**config.mk**
```make
export PLATFORM = sky130hd
export DESIGN_NAME = reg_writeback_unit
export DESIGN_NICKNAME = d
export VERILOG_FILES = /design/src/rtl/reg_writeback_unit_pkg.sv /design/src/rtl/reg_writeback_unit_pending_fifo.sv /design/src/rtl/reg_writeback_unit.sv
export SDC_FILE = /design/constraint.sdc
export NUM_CORES = 1
export LEC_CHECK = 0
export CORE_AREA = 3 3 128 130
export CTS_CLUSTER_DIAMETER = 120
export DETAILED_ROUTE_END_ITERATION = 8
export DIE_AREA = 0 0 131 133
export PLACE_DENSITY = 0.79
export SLEW_MARGIN = 40
export SYNTH_ARGS = -nofsm -noshare
export SYNTH_HDL_FRONTEND = slang
export SYNTH_SLANG_ARGS = --single-unit
export TNS_END_PERCENT = 100
```
**constraint.sdc**
```tcl
create_clock -name clk -period 5 [get_ports clk]
set_clock_uncertainty 0.05 [all_clocks]
set_input_delay 0.75 -clock clk [delete_from_list [all_inputs] [get_ports clk]]
set_output_delay 0.75 -clock clk [all_outputs]
set_load 0.02 [all_outputs]
```
**src/rtl/reg_writeback_unit_pkg.sv**
```systemverilog
// Shared definitions for the writeback stage: load-type codes, the zero register and the WB slot layout.
package reg_writeback_unit_pkg;

  localparam logic [2:0] LT_LW  = 3'd0;
  localparam logic [2:0] LT_LH  = 3'd1;
  localparam logic [2:0] LT_LHU = 3'd2;
  localparam logic [2:0] LT_LB  = 3'd3;
  localparam logic [2:0] LT_LBU = 3'd4;

  localparam logic [4:0] REG_ZERO = 5'd0;

  typedef struct packed {
    logic        regwrite;
    logic [4:0]  addr;
    logic [31:0] data;
  } wb_slot_t;

endpackage

```
**src/rtl/reg_writeback_unit_pending_fifo.sv**
```systemverilog
// Pending queue for late multi-cycle results: FIFO order, per-entry live bit, kill-by-address,
// and a destination mask covering every live entry.
module wb_pending_fifo
  import reg_writeback_unit_pkg::*;
#(
  parameter int LONG_DEPTH = 2
) (
  input  logic        clk,
  input  logic        rst_n,
  input  logic        push,
  input  logic [4:0]  push_addr,
  input  logic [31:0] push_data,
  input  logic        pop,
  input  logic        kill,
  input  logic [4:0]  kill_addr,
  output logic        ready,
  output logic        head_valid,
  output logic        head_live,
  output logic [4:0]  head_addr,
  output logic [31:0] head_data,
  output logic [31:0] pending_mask
);

  localparam int PW = (LONG_DEPTH > 1) ? $clog2(LONG_DEPTH) : 1;
  localparam int CW = PW + 1;

  logic [PW-1:0]         head;
  logic [PW-1:0]         tail;
  logic [CW-1:0]         count;
  logic [LONG_DEPTH-1:0] live_q;
  logic [4:0]            addr_q [LONG_DEPTH];
  logic [31:0]           data_q [LONG_DEPTH];
  logic                  accept;

  assign ready      = count < CW'(LONG_DEPTH);
  assign head_valid = count != '0;
  assign accept     = push && ready;
  assign head_live  = head_valid && live_q[head];
  assign head_addr  = addr_q[head];
  assign head_data  = data_q[head];

  // Live bits are cleared on pop, so a set bit always marks an occupied slot.
  always_ff @(posedge clk) begin
    if (!rst_n) begin
      head   <= '0;
      tail   <= '0;
      count  <= '0;
      live_q <= '0;
    end else begin
      for (int i = 0; i < LONG_DEPTH; i++) begin
        if (kill && addr_q[i] == kill_addr) live_q[i] <= 1'b0;
      end
      if (pop && head_valid) begin
        live_q[head] <= 1'b0;
        head         <= head + 1'b1;
      end
      if (accept) begin
        live_q[tail] <= !(kill && push_addr == kill_addr);
        tail         <= tail + 1'b1;
      end
      count <= count + CW'(accept) - CW'(pop && head_valid);
    end
  end

  always_ff @(posedge clk) begin
    if (accept) begin
      addr_q[tail] <= push_addr;
      data_q[tail] <= push_data;
    end
  end

  always_comb begin
    pending_mask = '0;
    for (int i = 0; i < LONG_DEPTH; i++) begin
      if (live_q[i]) pending_mask[addr_q[i]] = 1'b1;
    end
  end

endmodule

```
**src/rtl/reg_writeback_unit.sv**
```systemverilog
// Writeback stage: MEM/WB register with load alignment, merged with late results from the pending
// queue onto the single register-file write port.
module reg_writeback_unit
  import reg_writeback_unit_pkg::*;
#(
  parameter int LONG_DEPTH = 2
) (
  input  logic        clk,
  input  logic        rst_n,
  input  logic        MemValid,
  input  logic        MemRegWrite,
  input  logic        MemToReg,
  input  logic [4:0]  MemWriteAddr,
  input  logic [31:0] MemAluResult,
  input  logic [31:0] MemReadData,
  input  logic [2:0]  MemLoadType,
  input  logic        LongValid,
  input  logic [4:0]  LongAddr,
  input  logic [31:0] LongData,
  output logic        LongReady,
  output logic [31:0] WriteData,
  output logic [4:0]  WriteAddr,
  output logic        RegWrite,
  output logic [31:0] PendingMask
);

  // Big-endian lanes: offset 0 is the most significant byte; halves use offset bit 1 only.
  function automatic logic [31:0] load_align(input logic [31:0] word, input logic [1:0] off,
                                             input logic [2:0] lt);
    logic [7:0]  b;
    logic [15:0] h;
    logic [31:0] r;
    case (off)
      2'd0:    b = word[31:24];
      2'd1:    b = word[23:16];
      2'd2:    b = word[15:8];
      default: b = word[7:0];
    endcase
    h = off[1] ? word[15:0] : word[31:16];
    case (lt)
      LT_LH:   r = {{16{h[15]}}, h};
      LT_LHU:  r = {16'h0000, h};
      LT_LB:   r = {{24{b[7]}}, b};
      LT_LBU:  r = {24'h000000, b};
      default: r = word;
    endcase
    return r;
  endfunction

  logic        vld_p1;
  wb_slot_t    wb_p1;
  logic        wb_write;
  logic        fifo_ready;
  logic        head_valid;
  logic        head_live;
  logic [4:0]  head_addr;
  logic [31:0] head_data;
  logic        use_queue;
  logic        push;
  logic        pop;

  // ---- MEM -> WB boundary ----
  always_ff @(posedge clk) begin
    if (!rst_n) begin
      vld_p1 <= 1'b0;
      wb_p1  <= '0;
    end else begin
      vld_p1         <= MemValid;
      wb_p1.regwrite <= MemRegWrite;
      wb_p1.addr     <= MemWriteAddr;
      wb_p1.data     <= MemToReg ? load_align(MemReadData, MemAluResult[1:0], MemLoadType)
                                 : MemAluResult;
    end
  end

  assign wb_write  = vld_p1 && wb_p1.regwrite && wb_p1.addr != REG_ZERO;
  assign use_queue = !wb_write && head_live;
  // A killed head is retired immediately; a live head waits for a free write port.
  assign pop       = head_valid && (!head_live || !wb_write);
  assign LongReady = rst_n && fifo_ready;
  assign push      = LongValid && LongReady && LongAddr != REG_ZERO;

  wb_pending_fifo #(
    .LONG_DEPTH(LONG_DEPTH)
  ) u_pending (
    .clk         (clk),
    .rst_n       (rst_n),
    .push        (push),
    .push_addr   (LongAddr),
    .push_data   (LongData),
    .pop         (pop),
    .kill        (wb_write),
    .kill_addr   (wb_p1.addr),
    .ready       (fifo_ready),
    .head_valid  (head_valid),
    .head_live   (head_live),
    .head_addr   (head_addr),
    .head_data   (head_data),
    .pending_mask(PendingMask)
  );

  assign RegWrite  = wb_write || use_queue;
  assign WriteAddr = use_queue ? head_addr : wb_p1.addr;
  assign WriteData = use_queue ? head_data : wb_p1.data;

endmodule

```
==> impl_metrics.py, run 1 <==
metrics = {
    "drt": {
        "ant_nets": 0,
        "routed_via_density": 5.70,
        "num_vias": 5481,
        "drcViolationCount": 0,
        "wl_per_cell_um": 19.4,
        "dr.pass1.iters": 5,
        "wl_um": 18700,
        "initialDrtViolationCount": 383,
    },
    "cells_and_area": {
        "num_antenna_cells": 0,
        "multi_input_area_um2": 2800,
        "area_delta_synth_final_pct": 41.8,
        "num-fill-cells": 1301,
        "layout.nets": 853,
        "final_common_cell": "clkdlybuf4s50_1",
        "regArea_um2": 3150,
        "fin_area_um2": 8700,
        "layout_common_cells": "184 x clkdlybuf4s50_1, 85 x o21ai_0, 74 x edfxtp_1, 45 x dfxtp_1, 42 x nand2_1",
        "fin_util": 0.570,
        "drive_gt1_frac": 0.0907,
    },
    "clock_tree": {
        "cts_made_buffers": 17,
        "holdBufCountCts": 0,
        "cts_root_buf": "clkbuf_16",
        "cts_tree": "done",
        "cts.htree.levels": 4,
        "cts_sinks": 120,
        "clk_latency_ns": 0.41,
        "cts_setup_buffers": 0,
        "clk_pin_slew_ns": 0.06,
        "cts_resized": 0,
        "clk_path_buf_depth": 2,
    },
    "yosys": {
        "synth_top_family_by_area": "compound AO/OA/AOI/OAI gates",
        "syn_inst": 575,
        "ys_seq_area_frac": 0.512,
        "ys_warn_count": 0,
        "synth-adder-area-share": 0.00204,
        "synthXorXnorAreaFrac": 0.0257,
        "syn_avg_cell_area_um2": 10.7,
        "synth_top_area_frac": 0.362,
        "synth-simple-area-share": 0.0883,
        "yosys.area.top_type": "edfxtp_1",
        "synth_nets": 691,
        "synth_area_leaders": "edfxtp_1 36%, dfxtp_1 15%, o21ai_0 7.0%, mux2i_1 6.7%, o22ai_1 3.3%",
        "synthMuxAreaShare": 0.119,
        "synth_compound_area_frac": 0.213,
        "ys_types": 50,
        "ys_ff_latch": 120,
        "netlist_area_um2": 6140,
    },
    "critical_path": {
        "cp.required_ns": 4.20,
        "critical_path.top_delay_family": "buffers and inverters",
        "cp-end-kind": "primary output",
        "crit_chain": "or4_4 -> o211ai_2 -> nand2b_1 -> buf_4 -> o21ai_0 -> clkdlybuf4s50_1",
        "cp_slowest_stage_delay_ns": 0.65,
        "crit_type": "reg -> out",
        "startpoint_type": "flop",
        "rrSetupSlack_ns": 2.80,
        "path_max_fanout": 19,
        "cp_num_buf_inv": 2,
        "critPathArrivalTime_ns": 3.38,
        "slowest_stage": "clkdlybuf4s50_1",
    },
    "placed_design": {
        "pre_cts_slack_ns": 1.29,
        "dpl.hpwl_um": 13200,
        "dpl-instance-area_um2": 8100,
        "gp_congestion": 0.823,
        "port-buffer-count": 185,
    },
    "sta": {
        "finalWorstSetupSlack_ns": 0.818,
        "final-setup-viol-count": 0,
        "relSlewSlack": 0.515,
        "slew_violations": 0,
        "max_freq_mhz": 239,
        "rsz0062_at_grt": "no",
        "post-route-min-period_ns": 4.18,
        "setup_tns_ns": 0,
        "fin_crit_sh": 0.836,
        "tightest_slew_ns": 0.725,
        "hold_violations": 0,
    },
    "flow_run": {
        "maxCapViolations": 0,
    },
    "floorplanning": {
        "die-area_um2": 17400,
        "core_um2": 15300,
        "rows": 45,
        "io_pins": 186,
        "start_util": 0.402,
        "die_w_um": 131,
        "die_y_um": 133,
    },
    "global_route": {
        "grt_use_total": 0.211,
        "grt_pass1_vias": 5334,
        "grt_max_degree": 52,
        "grt_first_pass_wirelength_um": 28300,
        "overflow": 0,
        "antenna_found_initial": 2,
    },
    "worst_hold_path": {
        "hold_class": "reg -> reg",
    },
    "pwr": {
        "peakVddDrop_mv": 0.223,
        "leakagePower_nw": 2.91,
        "power_density_nw_per_um2": 319,
    },
    "status": {
        "outcome": "finished, final reports clean",
    },
}
through the flow:
step	hold slack, ns	std cells	power [mW]
detailed placement	0.479	929	1.59
finish	0.496	961	2.78
CTS	0.493	961	2.79
global placement	0.467	929	1.58
global route	0.534	961	2.87
floorplan	0.445	575	1.37
power by group:
part / internal, mW / total [mW] / leakage [nW] / switching (mW)
logic: 0.217 / 0.434 / 1.57 / 0.217
registers: 1.11 / 1.14 / 1.06 / 0.0306
clock network: 0.742 / 1.21 / 0.281 / 0.468
per-layer routing:
layer | part of all wire | track usage
met2 | 0.49 | 0.352
met1 | 0.39 | 0.257
met4 | 0.024 | 0.0651
met5 | 0.0012 | 0
met3 | 0.097 | 0.0694
cell usage after synthesis (all sizes together):
cell and count:
a31oi 2, a22oi 1, mux4 8, o22ai 32, inv 1, mux2 10
o211ai 2, buf 15, nor2 10, or4 1, nor4 1, or3b 6
o211a 1, xor2 14, mux2i 41, a211oi 1, a32o 1, ha 1
a31o 1, o221ai 7, a221oi 8, and3 2, a22o 2, edfxtp 74
dfxtp 46, nand3 6, nor2b 2, or3 2, nand3b 11, o21bai 7
a21oi 35, nor3 4, xnor2 4, and2 10, nand2b 6, nand2 42
o21ai 116, clkbuf 33, nand4 1, a2bb2oi 7, clkinv 1
area by class of cell:
class | count | area share
Timing Repair Buffer | 191 | 0.217
Multi-Input combinational cell | 405 | 0.322
Clock inverter | 15 | 0.0191
Inverter | 2 | 0.000863
Clock buffer | 17 | 0.0489
Tap cell | 211 | 0.0303
Sequential cell | 120 | 0.362
state kept, by name, indices dropped and copies added, names as in the netlist, named ones only:
register          flops
u_pending.addr_q     10
u_pending.count       2
u_pending.data_q     64
u_pending.head        1
u_pending.live_q      2
u_pending.tail        1
vld_p1                1
wb_p1                38
path summary, 6_finish.rpt:
path / from / to / cells past startpoint
setup reg to reg: wb_p1[35]$_SDFF_PN0_ / u_pending.count[0]$_SDFF_PN0_ / 5
hold reg to reg: u_pending.head$_SDFFE_PN0P_ / flop / 2
setup / recovery: wb_p1[35]$_SDFF_PN0_ / WriteAddr[0] / 6
hold / removal: u_pending.head$_SDFFE_PN0P_ / flop / 2
worst reg2reg max path, delay by kind of cell (launching register included):
kind | cells | cell delay (ns)
compound gates | 2 | 0.70
flops | 1 | 0.37
fa+ha+maj | 1 | 0.26
simple gates | 2 | 0.72
cells by family after synthesis:
kind of cell	count (synthesis)
AOI/OAI and AO/OA	223
xor gates and xnor gates	18
adders and majority gates	1
buffers and inverters	50
DFF	120
muxes	59
and+or+nand+nor	104
Power figures use the tool's default switching activity.
==> run 2, diff against run 1 <==
Settings changed: PLACE_DENSITY 0.79 to 0.82.
Clock period 5 ns to 3.6 ns, I/O delays scaled along.
==> run 2 against run 1 <==
Against the previous run: sequential share of layout area shrank 0.44 points; critical path type unchanged; count of clock-buffer cells in the layout is the same; combinational power grew 43%; largest cell class unchanged; worst setup slack lost 0.58 ns.
==> impl_metrics.py, run 2 (synthesized netlist as in run 1, its figures left out) <==
metrics = {
    "pwr": {
        "seqPwrFrac": 0.403,
        "power_density_nw_per_um2": 443,
        "p_sw_frac": 0.248,
        "leakagePower_nw": 2.97,
        "peakVddDrop_mv": 0.314,
        "p_clk_frac": 0.438,
        "pwr-share-comb": 0.159,
        "switching_power_uw": 969,
        "p_int_mw": 2.94,
    },
    "sta": {
        "post-route-min-period_ns": 3.36,
        "max_freq_mhz": 298,
        "hold_violations": 0,
        "final-setup-viol-count": 0,
        "whs_ns": 0.492,
        "finalWorstSetupSlack_ns": 0.241,
        "fin_crit_sh": 0.933,
        "setup_tns_ns": 0,
        "tightest_slew_ns": 0.758,
        "slew_violations": 0,
        "relSlewSlack": 0.493,
        "rsz0062_at_grt": "no",
    },
    "drt": {
        "drcViolationCount": 0,
        "ant_nets": 0,
        "num_vias": 5452,
        "topRoutingLayerUsed": "met4",
        "dr.pass1.iters": 5,
        "dr_wl_met3_um": 1840,
        "wl_um": 19100,
        "wl_per_cell_um": 19.6,
        "met1Wirelength_um": 7170,
        "initialDrtViolationCount": 410,
        "route.met2.wl_um": 9530,
        "routed_via_density": 5.60,
    },
    "critical_path": {
        "r2r_end": "u_pending.count[1]$_SDFF_PN0_",
        "crit_type": "reg -> out",
        "cp_slowest_stage_delay_ns": 0.64,
        "startpoint_type": "flop",
        "critPathArrivalTime_ns": 2.77,
        "cp.required_ns": 3.01,
        "crit_chain": "or4_4 -> o211ai_2 -> nand2b_1 -> buf_4 -> o21ai_1 -> clkdlybuf4s50_1",
        "reg2reg_from": "wb_p1[35]$_SDFF_PN0_",
        "rrSetupSlack_ns": 1.37,
        "critical_path.top_delay_family": "buffers and inverters",
        "slowest_stage": "clkdlybuf4s50_1",
        "reg2reg_depth": 6,
        "cp_num_buf_inv": 2,
        "cp-end-kind": "primary output",
        "crit_start": "wb_p1[35]$_SDFF_PN0_",
        "path_max_fanout": 19,
    },
    "floorplanning": {
        "die-area_um2": 17400,
        "start_util": 0.402,
        "io_pins": 186,
        "rows": 45,
        "die_y_um": 133,
        "die_w_um": 131,
        "core_um2": 15300,
    },
    "worst_hold_path": {
        "whs_path_depth": 2,
        "hold_class": "reg -> reg",
        "hold_start": "u_pending.head$_SDFFE_PN0P_",
    },
    "placed_design": {
        "gp_congestion": 0.845,
        "pre_cts_slack_ns": 0.542,
        "port-buffer-count": 185,
        "dpl.hpwl_um": 13800,
    },
    "global_route": {
        "grt_max_degree": 50,
        "overflow": 0,
        "grt_use_total": 0.218,
        "grt_first_pass_wirelength_um": 29200,
        "grt_pass1_vias": 5476,
        "antenna_found_initial": 1,
    },
    "clock_tree": {
        "cts_tree": "done",
        "clk_pin_slew_ns": 0.05,
        "cts_made_buffers": 17,
        "cts.htree.levels": 4,
        "cts_sinks": 120,
        "cts_setup_buffers": 0,
        "clk_path_buf_depth": 2,
        "cts_root_buf": "clkbuf_16",
        "cts_resized": 0,
        "holdBufCountCts": 0,
        "clk_latency_ns": 0.40,
    },
    "cells_and_area": {
        "largest_register_ffs": 64,
        "regMostFlops": "u_pending.data_q",
        "drive_gt1_frac": 0.101,
        "area_delta_synth_final_pct": 43.5,
        "largestRegisters": "u_pending.data_q: 64 flops, wb_p1: 38 flops, u_pending.addr_q: 10 flops",
        "layout.nets": 865,
        "layout_common_cells": "185 x clkdlybuf4s50_1, 85 x o21ai_0, 74 x edfxtp_1, 45 x dfxtp_1, 42 x nand2_1",
        "final_common_cell": "clkdlybuf4s50_1",
        "fin_util": 0.577,
    },
    "status": {
        "outcome": "finished, final reports clean",
    },
    "flow_run": {
        "maxCapViolations": 0,
    },
}
==> run 2: cell types whose count changed in the layout (fill, tap and decap cells not counted), moves of 2 or more <==
cell    delta
and3_4     -2
and3_2     +2
buf_4     +11
inv_6      -3
==> run 2: routing by layer <==
metal,up-vias,track usage
li1,2556,-
met1,2547,0.251
met2,308,0.370
met3,41,0.0662
met4,0,0.0914
met5,-,0
==> run 2: stage by stage <==
step | total power [mW] | cells | cell area [um^2]
global route | 4.04 | 974 | 8800
global placement | 2.20 | 941 | 8180
floorplan | 1.90 | 575 | 6140
finish | 3.90 | 974 | 8800
CTS | 3.92 | 973 | 8790
detailed placement | 2.21 | 941 | 8180
==> run 2: area by class of cell <==
class,instances,area [um^2]
Antenna cell,1,2.50
Sequential cell,120,3140
Multi-Input combinational cell,405,2780
Fill cell,1290,6450
Timing Repair Buffer,203,2000
Tap cell,211,264
Inverter,2,7.51
Clock inverter,15,178
Clock buffer,17,425
==> run 2: how the worst max path moves through the flow <==
stage / end / slack, ns / cells past startpoint
4_1_cts: WriteData[6] / 0.08 / 5
5_1_grt: WriteData[31] / 0.08 / 6
3_5_place_dp: WriteData[6] / 0.54 / 5
2_1_floorplan: WriteAddr[0] / 1.18 / 5
3_3_place_gp: WriteData[6] / 0.53 / 5
6_report: WriteData[17] / 0.24 / 6
==> run 2: tightest hold or removal path: stages, from the launching register on <==
cell and delay [ns]:
dfxtp_1 0.35, nand2_1 0.09, mux2i_1 0.06
==> run 2: power by group through the flow <==
| stage | clock, mW | combinational, mW | sequential, mW |
|---|---|---|---|
| 3_3_place_gp | 0 | 0.608 | 1.60 |
| 5_1_grt | 1.79 | 0.668 | 1.58 |
| 3_5_place_dp | 0 | 0.614 | 1.60 |
| 2_1_floorplan | 0 | 0.320 | 1.58 |
| 4_1_cts | 1.73 | 0.620 | 1.57 |
| 6_report | 1.71 | 0.622 | 1.57 |
